<file path="src/rtl/iir_pkg.sv">
// Shared types, dequantisation helper and FM-radio coefficient presets for the
// multichannel direct-form-I IIR filter.
package iir_pkg;

  localparam int unsigned DEQ_W = 128;

  typedef enum logic [1:0] {
    IDLE = 2'd0,
    MAC  = 2'd1,
    OUT  = 2'd2
  } state_e;

  // Q10 presets: 50 us de-emphasis at 240 kHz and a gentle audio low-pass.
  localparam logic signed [31:0] FM_DEEMPH_B0 = 32'sd82;
  localparam logic signed [31:0] FM_DEEMPH_B1 = 32'sd0;
  localparam logic signed [31:0] FM_DEEMPH_A1 = 32'sd942;
  localparam logic signed [31:0] FM_AUDIO_B0  = 32'sd256;
  localparam logic signed [31:0] FM_AUDIO_B1  = 32'sd256;
  localparam logic signed [31:0] FM_AUDIO_A1  = 32'sd512;

  // Floor-rounding dequantisation of a sign-extended full-width product.
  function automatic logic signed [DEQ_W-1:0] deq(input logic signed [DEQ_W-1:0] p,
                                                  input int unsigned frac_bits);
    return p >>> frac_bits;
  endfunction

endpackage

</file>
<file path="src/rtl/iir_history_bank.sv">
// Per-channel x/y history shift registers with an indexed tap read, a push
// (shift in or zero the channel) and an independent clear that wins over push.
module iir_history_bank
  import iir_pkg::*;
#(
  parameter int unsigned DATA_WIDTH = 32,
  parameter int unsigned FF_TAPS    = 2,
  parameter int unsigned FB_TAPS    = 1,
  parameter int unsigned CHANNELS   = 2,
  parameter int unsigned CH_W       = 1,
  parameter int unsigned IDX_W      = 2
) (
  input  logic                  clock,
  input  logic                  reset,
  input  logic [CH_W-1:0]       rd_chan,
  input  logic [IDX_W-1:0]      rd_idx,
  output logic [DATA_WIDTH-1:0] rd_data_c,
  input  logic                  push_valid,
  input  logic                  push_zero,
  input  logic [CH_W-1:0]       push_chan,
  input  logic [DATA_WIDTH-1:0] push_x,
  input  logic [DATA_WIDTH-1:0] push_y,
  input  logic                  clr_valid,
  input  logic [CH_W-1:0]       clr_chan
);

  localparam int unsigned XD = (FF_TAPS > 1) ? FF_TAPS - 1 : 1;

  logic [DATA_WIDTH-1:0] x_q [CHANNELS][XD];
  logic [DATA_WIDTH-1:0] x_d [CHANNELS][XD];
  logic [DATA_WIDTH-1:0] y_q [CHANNELS][FB_TAPS];
  logic [DATA_WIDTH-1:0] y_d [CHANNELS][FB_TAPS];

  // Tap index 0 is the live sample held by the caller; 1..FF-1 are old x, then y.
  always_comb begin
    rd_data_c = '0;
    for (int unsigned c = 0; c < CHANNELS; c++) begin
      if (rd_chan == CH_W'(c)) begin
        if (FF_TAPS > 1) begin
          for (int unsigned k = 0; k < XD; k++) begin
            if (rd_idx == IDX_W'(k + 1)) rd_data_c = x_q[c][k];
          end
        end
        for (int unsigned k = 0; k < FB_TAPS; k++) begin
          if (rd_idx == IDX_W'(FF_TAPS + k)) rd_data_c = y_q[c][k];
        end
      end
    end
  end

  always_comb begin
    x_d = x_q;
    y_d = y_q;
    for (int unsigned c = 0; c < CHANNELS; c++) begin
      if (push_valid && push_chan == CH_W'(c)) begin
        if (push_zero) begin
          for (int unsigned i = 0; i < XD; i++) x_d[c][i] = '0;
          for (int unsigned i = 0; i < FB_TAPS; i++) y_d[c][i] = '0;
        end else begin
          for (int unsigned i = XD - 1; i > 0; i--) x_d[c][i] = x_q[c][i-1];
          x_d[c][0] = push_x;
          for (int unsigned i = FB_TAPS - 1; i > 0; i--) y_d[c][i] = y_q[c][i-1];
          y_d[c][0] = push_y;
        end
      end
      if (clr_valid && clr_chan == CH_W'(c)) begin
        for (int unsigned i = 0; i < XD; i++) x_d[c][i] = '0;
        for (int unsigned i = 0; i < FB_TAPS; i++) y_d[c][i] = '0;
      end
    end
  end

  always_ff @(posedge clock or posedge reset) begin
    if (reset) begin
      for (int unsigned c = 0; c < CHANNELS; c++) begin
        for (int unsigned i = 0; i < XD; i++) x_q[c][i] <= '0;
        for (int unsigned i = 0; i < FB_TAPS; i++) y_q[c][i] <= '0;
      end
    end else begin
      x_q <= x_d;
      y_q <= y_d;
    end
  end

endmodule

</file>
<file path="src/rtl/iir_df1_multichannel.sv">
// Time-multiplexed multichannel direct-form-I IIR: one shared multiplier, one
// product per cycle, valid/ready on both sides and per-channel history clear.
module iir_df1_multichannel
  import iir_pkg::*;
#(
  parameter int unsigned DATA_WIDTH = 32,
  parameter int unsigned FRAC_BITS  = 10,
  parameter int unsigned FF_TAPS    = 2,
  parameter int unsigned FB_TAPS    = 1,
  parameter int unsigned CHANNELS   = 2,
  parameter int unsigned CH_W       = (CHANNELS > 1) ? $clog2(CHANNELS) : 1
) (
  input  logic                               clock,
  input  logic                               reset,
  input  logic [FF_TAPS-1:0][DATA_WIDTH-1:0] ff_coeffs,
  input  logic [FB_TAPS-1:0][DATA_WIDTH-1:0] fb_coeffs,
  input  logic                               in_valid,
  output logic                               in_ready,
  input  logic [DATA_WIDTH-1:0]              in_data,
  input  logic [CH_W-1:0]                    in_chan,
  output logic                               out_valid,
  input  logic                               out_ready,
  output logic [DATA_WIDTH-1:0]              out_data,
  output logic [CH_W-1:0]                    out_chan,
  input  logic                               clear_valid,
  input  logic [CH_W-1:0]                    clear_chan
);

  localparam int unsigned NTAPS  = FF_TAPS + FB_TAPS;
  localparam int unsigned IDX_W  = $clog2(NTAPS);
  localparam int unsigned PROD_W = 2 * DATA_WIDTH;

  state_e                  state_q, state_d;
  logic [IDX_W-1:0]        idx_q, idx_d;
  logic [DATA_WIDTH-1:0]   acc_q, acc_d;
  logic [DATA_WIDTH-1:0]   x_q, x_d;
  logic [CH_W-1:0]         chan_q, chan_d;
  logic                    chan_ok_q, chan_ok_d;
  logic                    kill_q, kill_d;
  logic                    out_valid_q, out_valid_d;
  logic [DATA_WIDTH-1:0]   out_data_q, out_data_d;
  logic [CH_W-1:0]         out_chan_q, out_chan_d;

  logic [DATA_WIDTH-1:0]   coef_c, opnd_c, hist_rd_c, term_c, sum_c;
  logic signed [PROD_W-1:0] prod_c;
  logic                    clear_hit_c, bank_clr_c, push_valid_c, push_zero_c;

  // A clear aimed at the in-flight channel is deferred to its writeback so the
  // running calculation still sees acceptance-time history.
  assign clear_hit_c = clear_valid && (state_q == MAC) && (clear_chan == chan_q);
  assign bank_clr_c  = clear_valid && !clear_hit_c;

  iir_history_bank #(
    .DATA_WIDTH (DATA_WIDTH),
    .FF_TAPS    (FF_TAPS),
    .FB_TAPS    (FB_TAPS),
    .CHANNELS   (CHANNELS),
    .CH_W       (CH_W),
    .IDX_W      (IDX_W)
  ) u_hist (
    .clock      (clock),
    .reset      (reset),
    .rd_chan    (chan_q),
    .rd_idx     (idx_q),
    .rd_data_c  (hist_rd_c),
    .push_valid (push_valid_c),
    .push_zero  (push_zero_c),
    .push_chan  (chan_q),
    .push_x     (x_q),
    .push_y     (sum_c),
    .clr_valid  (bank_clr_c),
    .clr_chan   (clear_chan)
  );

  // Shared multiply-dequantise-accumulate datapath.
  always_comb begin
    coef_c = '0;
    for (int unsigned k = 0; k < FF_TAPS; k++) begin
      if (idx_q == IDX_W'(k)) coef_c = ff_coeffs[k];
    end
    for (int unsigned k = 0; k < FB_TAPS; k++) begin
      if (idx_q == IDX_W'(FF_TAPS + k)) coef_c = fb_coeffs[k];
    end
    opnd_c = (idx_q == '0) ? x_q : hist_rd_c;
    prod_c = PROD_W'(signed'(coef_c)) * PROD_W'(signed'(opnd_c));
    term_c = DATA_WIDTH'(deq(DEQ_W'(prod_c), FRAC_BITS));
    sum_c  = acc_q + term_c;
  end

  always_comb begin
    state_d      = state_q;
    idx_d        = idx_q;
    acc_d        = acc_q;
    x_d          = x_q;
    chan_d       = chan_q;
    chan_ok_d    = chan_ok_q;
    kill_d       = kill_q;
    out_valid_d  = out_valid_q;
    out_data_d   = out_data_q;
    out_chan_d   = out_chan_q;
    push_valid_c = 1'b0;
    push_zero_c  = 1'b0;
    case (state_q)
      IDLE: begin
        if (in_valid) begin
          x_d       = in_data;
          chan_d    = in_chan;
          chan_ok_d = (32'(in_chan) < CHANNELS);
          acc_d     = '0;
          idx_d     = '0;
          kill_d    = 1'b0;
          state_d   = MAC;
        end
      end
      MAC: begin
        acc_d = sum_c;
        if (clear_hit_c) kill_d = 1'b1;
        if (idx_q == IDX_W'(NTAPS - 1)) begin
          out_data_d   = chan_ok_q ? sum_c : '0;
          out_chan_d   = chan_q;
          out_valid_d  = 1'b1;
          push_valid_c = chan_ok_q;
          push_zero_c  = kill_q || clear_hit_c;
          state_d      = OUT;
        end else begin
          idx_d = idx_q + IDX_W'(1);
        end
      end
      OUT: begin
        if (out_ready) begin
          out_valid_d = 1'b0;
          state_d     = IDLE;
        end
      end
      default: state_d = IDLE;
    endcase
  end

  always_ff @(posedge clock or posedge reset) begin
    if (reset) begin
      state_q     <= IDLE;
      idx_q       <= '0;
      acc_q       <= '0;
      x_q         <= '0;
      chan_q      <= '0;
      chan_ok_q   <= 1'b0;
      kill_q      <= 1'b0;
      out_valid_q <= 1'b0;
      out_data_q  <= '0;
      out_chan_q  <= '0;
    end else begin
      state_q     <= state_d;
      idx_q       <= idx_d;
      acc_q       <= acc_d;
      x_q         <= x_d;
      chan_q      <= chan_d;
      chan_ok_q   <= chan_ok_d;
      kill_q      <= kill_d;
      out_valid_q <= out_valid_d;
      out_data_q  <= out_data_d;
      out_chan_q  <= out_chan_d;
    end
  end

  // Ready is decoded from the state register and held low while in reset.
  assign in_ready  = (state_q == IDLE) && !reset;
  assign out_valid = out_valid_q;
  assign out_data  = out_data_q;
  assign out_chan  = out_chan_q;

endmodule

</file>
<file path="config.mk">
export PLATFORM = sky130hd
export DESIGN_NAME = iir_df1_multichannel
export DESIGN_NICKNAME = d
export VERILOG_FILES = /design/src/rtl/iir_pkg.sv /design/src/rtl/iir_history_bank.sv /design/src/rtl/iir_df1_multichannel.sv
export SDC_FILE = /design/constraint.sdc
export NUM_CORES = 2
export LEC_CHECK = 0
export ABC_CLOCK_PERIOD_IN_PS = 32200
export BUFFER_PORTS_ARGS = -buffer_cell sky130_fd_sc_hd__buf_2
export CAP_MARGIN = 0
export CORE_MARGIN = 2
export CORE_UTILIZATION = 51
export CTS_BUF_LIST = sky130_fd_sc_hd__clkbuf_4
export CTS_CLUSTER_DIAMETER = 50
export DETAILED_ROUTE_END_ITERATION = 7
export GPL_ROUTABILITY_DRIVEN = 0
export PLACE_DENSITY = 0.68
export SYNTH_ARGS = -nofsm -noshare
export SYNTH_HDL_FRONTEND = slang
export SYNTH_HIERARCHICAL = 1
export SYNTH_SLANG_ARGS = --single-unit
</file>
<file path="constraint.sdc">
create_clock -name clock -period 32.2 [get_ports clock]
set_clock_uncertainty 0.1 [all_clocks]
set_input_delay 3.22 -clock clock [delete_from_list [all_inputs] [get_ports clock]]
set_output_delay 3.22 -clock clock [all_outputs]
set_load 0.02 [all_outputs]
</file>
==> run metrics <==
total area of sequential cells just under 6000 sq um; gr usage total 0.3375; via count 30070; io pins 170; Die Wd 271.1 microns; # DRC 0; first-pass GRT wire length around 190000 microns; WL per Instance approximately 24 microns; Final Critical Period around 14000 ps; clock transition at the registers of the reported paths 60 ps; post-CTS setup buffer count 0; RSZ-0062 raised after global routing false; Starting Density 0.5169; CP max stage cell a21oi_1; Die Area 73500 sq um; Worst setup EP type register; DR vias/cell just under 6; die height around 270 microns; Synth Flop Type dfrtp_1; CTS sink count 233; area of the multi-input gates around 27000 sq um; syn nets approximately 5100; fill count 6483; largest cells by area after synthesis fa_1 38%, dfrtp_1 16%, inv_1 7.5%; Hold Crit Class reg2reg; syn avg cell area between 8 and 9 sq um; Post-synth EDFFs 0; worst-margin pin slew around 1400 ps; cts hold-fix bufs 0; Port Buffers 169; vias in the first global route between 30000 and 40000; Post-CTS Resized 0; sequential area share after synthesis 0.1602; Final #Nets a little over 5000; Core Footprint a little over 70000 sq um; FMAX between 0.07 and 0.08 GHz; Syn Inst Count between 4000 and 5000; asr flop ratio synth 1.000; TritonCTS clock tree yes; worst path bufs/invs 6; Fin Setup TNS 0 ps; H-tree level count 3; Final period util 0.4280; Worst Path Required 32690 ps; antenna violations before repair 4; normalized max-slew margin 0.06615; post-DP HPWL ~96000 microns; CP max FO 15; DRT Pass-1 Iters 6; Post-synth top cells 726 x inv_1, 702 x nand2_1, 695 x fa_1, 474 x nor2_1, 233 x dfrtp_1; Total Wirelength 121100 microns; CP most frequent cell fa_1; CTS buffer count 67; clk buf depth 3; crit-path max cell delay about 960 ps; YS warnings 6; Crit Path Category in2reg; largest net degree at the start of global routing 98; most numerous cell in the Yosys netlist inv_1; DRT iter0 DRCs 3303; #FFs+latches synth about 230; fraction of layout cells with a size suffix above 1 0.1017; Synth cell types 80; Worst Path Arrival about 14000 ps; # rows slightly below 100; synthesized cell area about 36000 sq um; clk root buf clkbuf_4; startpoint types input port; largest area contributor in the netlist fa_1; Syn-to-layout area delta 7.317%; status finished, final reports clean; Final setup viols 0; Fin. Hold Viols 0; clock latency on the worst-skew pair 710 ps; Crit path max-delay family compound AO/OA/AOI/OAI gates; max-slew violations 0; max-cap violation count 0; post-route ant nets 0; grt total ovfl 0; Synth top area share 0.3824
-- cell usage in the layout (no fill, tap or decap), types with 65 or more instances in the layout --
master    Yosys  routed
clkbuf_4      0      96
buf_4        11      65
buf_2        34     169
dfrtp_1     233     232
a32o_1       65      65
o21ai_0     113     111
ha_1        193     190
a21oi_1      83      83
inv_1       726     723
fa_1        695     695
nand2_1     702     701
xnor2_1      69      69
nor2_1      474     474
-- worst reg2reg max path: cells and delay by family, from the launching register on --
family | cells | cell delay [ps]
flip-flops | 1 | 460
AND/OR/NAND/NOR | 6 | 1450
buffers and inverters | 7 | 910
XOR/XNOR | 2 | 460
AO/OA/AOI/OAI | 15 | 4650
adder cells (fa/ha/maj) | 11 | 4780
-- final timing paths --
check	start	endpoint	slack [ps]	cells after the start
max	ff_coeffs[42]	u_hist/y_q[63]	18420	39
min	out_data[1]	out_data[1]	380	2
max reg2reg	idx_q[1]	u_hist/y_q[63]	19300	41
min reg2reg	out_data[1]	out_data[1]	380	2
max in group asynchronous	reset	u_hist/y_q[42]	27900	3
min in group asynchronous	reset	x_q[12]	2550	2
-- metrics by stage --
step	utilization	setup WS (ps)	cell area [sq um]	std cells	hold WS [ps]
3_3_place_gp	0.5420	18120	38150	5020	361.0
2_1_floorplan	-	19590	36390	4047	350.2
3_5_place_dp	0.5420	17970	38150	5020	369.7
6_report	0.5547	18420	39050	5134	379.8
5_1_grt	0.5547	17780	39040	5132	401.7
4_1_cts	0.5546	18720	39040	5130	383.2
-- metal layers --
metal / track usage / up-vias / share of wire
met5: 0 / - / 0
met4: 0.1291 / 0 / 0.046
met3: 0.1076 / 305 / 0.14
met2: 0.4999 / 1981 / 0.43
met1: 0.4643 / 15010 / 0.39
li1: - / 12780 / -
-- registers in the layout, summed over array words and instances (netlist names) --
register,flops
u_hist/y_q,64
kill_q,1
chan_q,1
idx_q,2
u_hist/x_q,64
out_data,32
x_q,32
out_chan,1
chan_ok_q,1
state_q,2
out_valid,1
acc_q,32
-- area by class of cell --
cell class,instances,area share
Clock inverter,14,0.004294
Timing Repair Buffer,234,0.03416
Sequential cell,233,0.1493
Clock buffer,96,0.01846
Multi-Input combinational cell,2886,0.6933
Inverter,727,0.07004
Tap cell,940,0.03012
Antenna cell,4,0.0002563
-- logic make-up after synthesis --
kind of cell	count (synthesis)	share of synthesized area
adder cells (fa/ha/maj)	888	0.4487
AO/OA/AOI/OAI	516	0.1009
flip-flops	233	0.1602
buffers and inverters	928	0.09927
multiplexers	65	0.01939
XOR/XNOR	92	0.02441
AND/OR/NAND/NOR	1325	0.1470
Power is not shown: default switching activity piles up to over one toggle a cycle in this logic, so the estimate is an artifact.
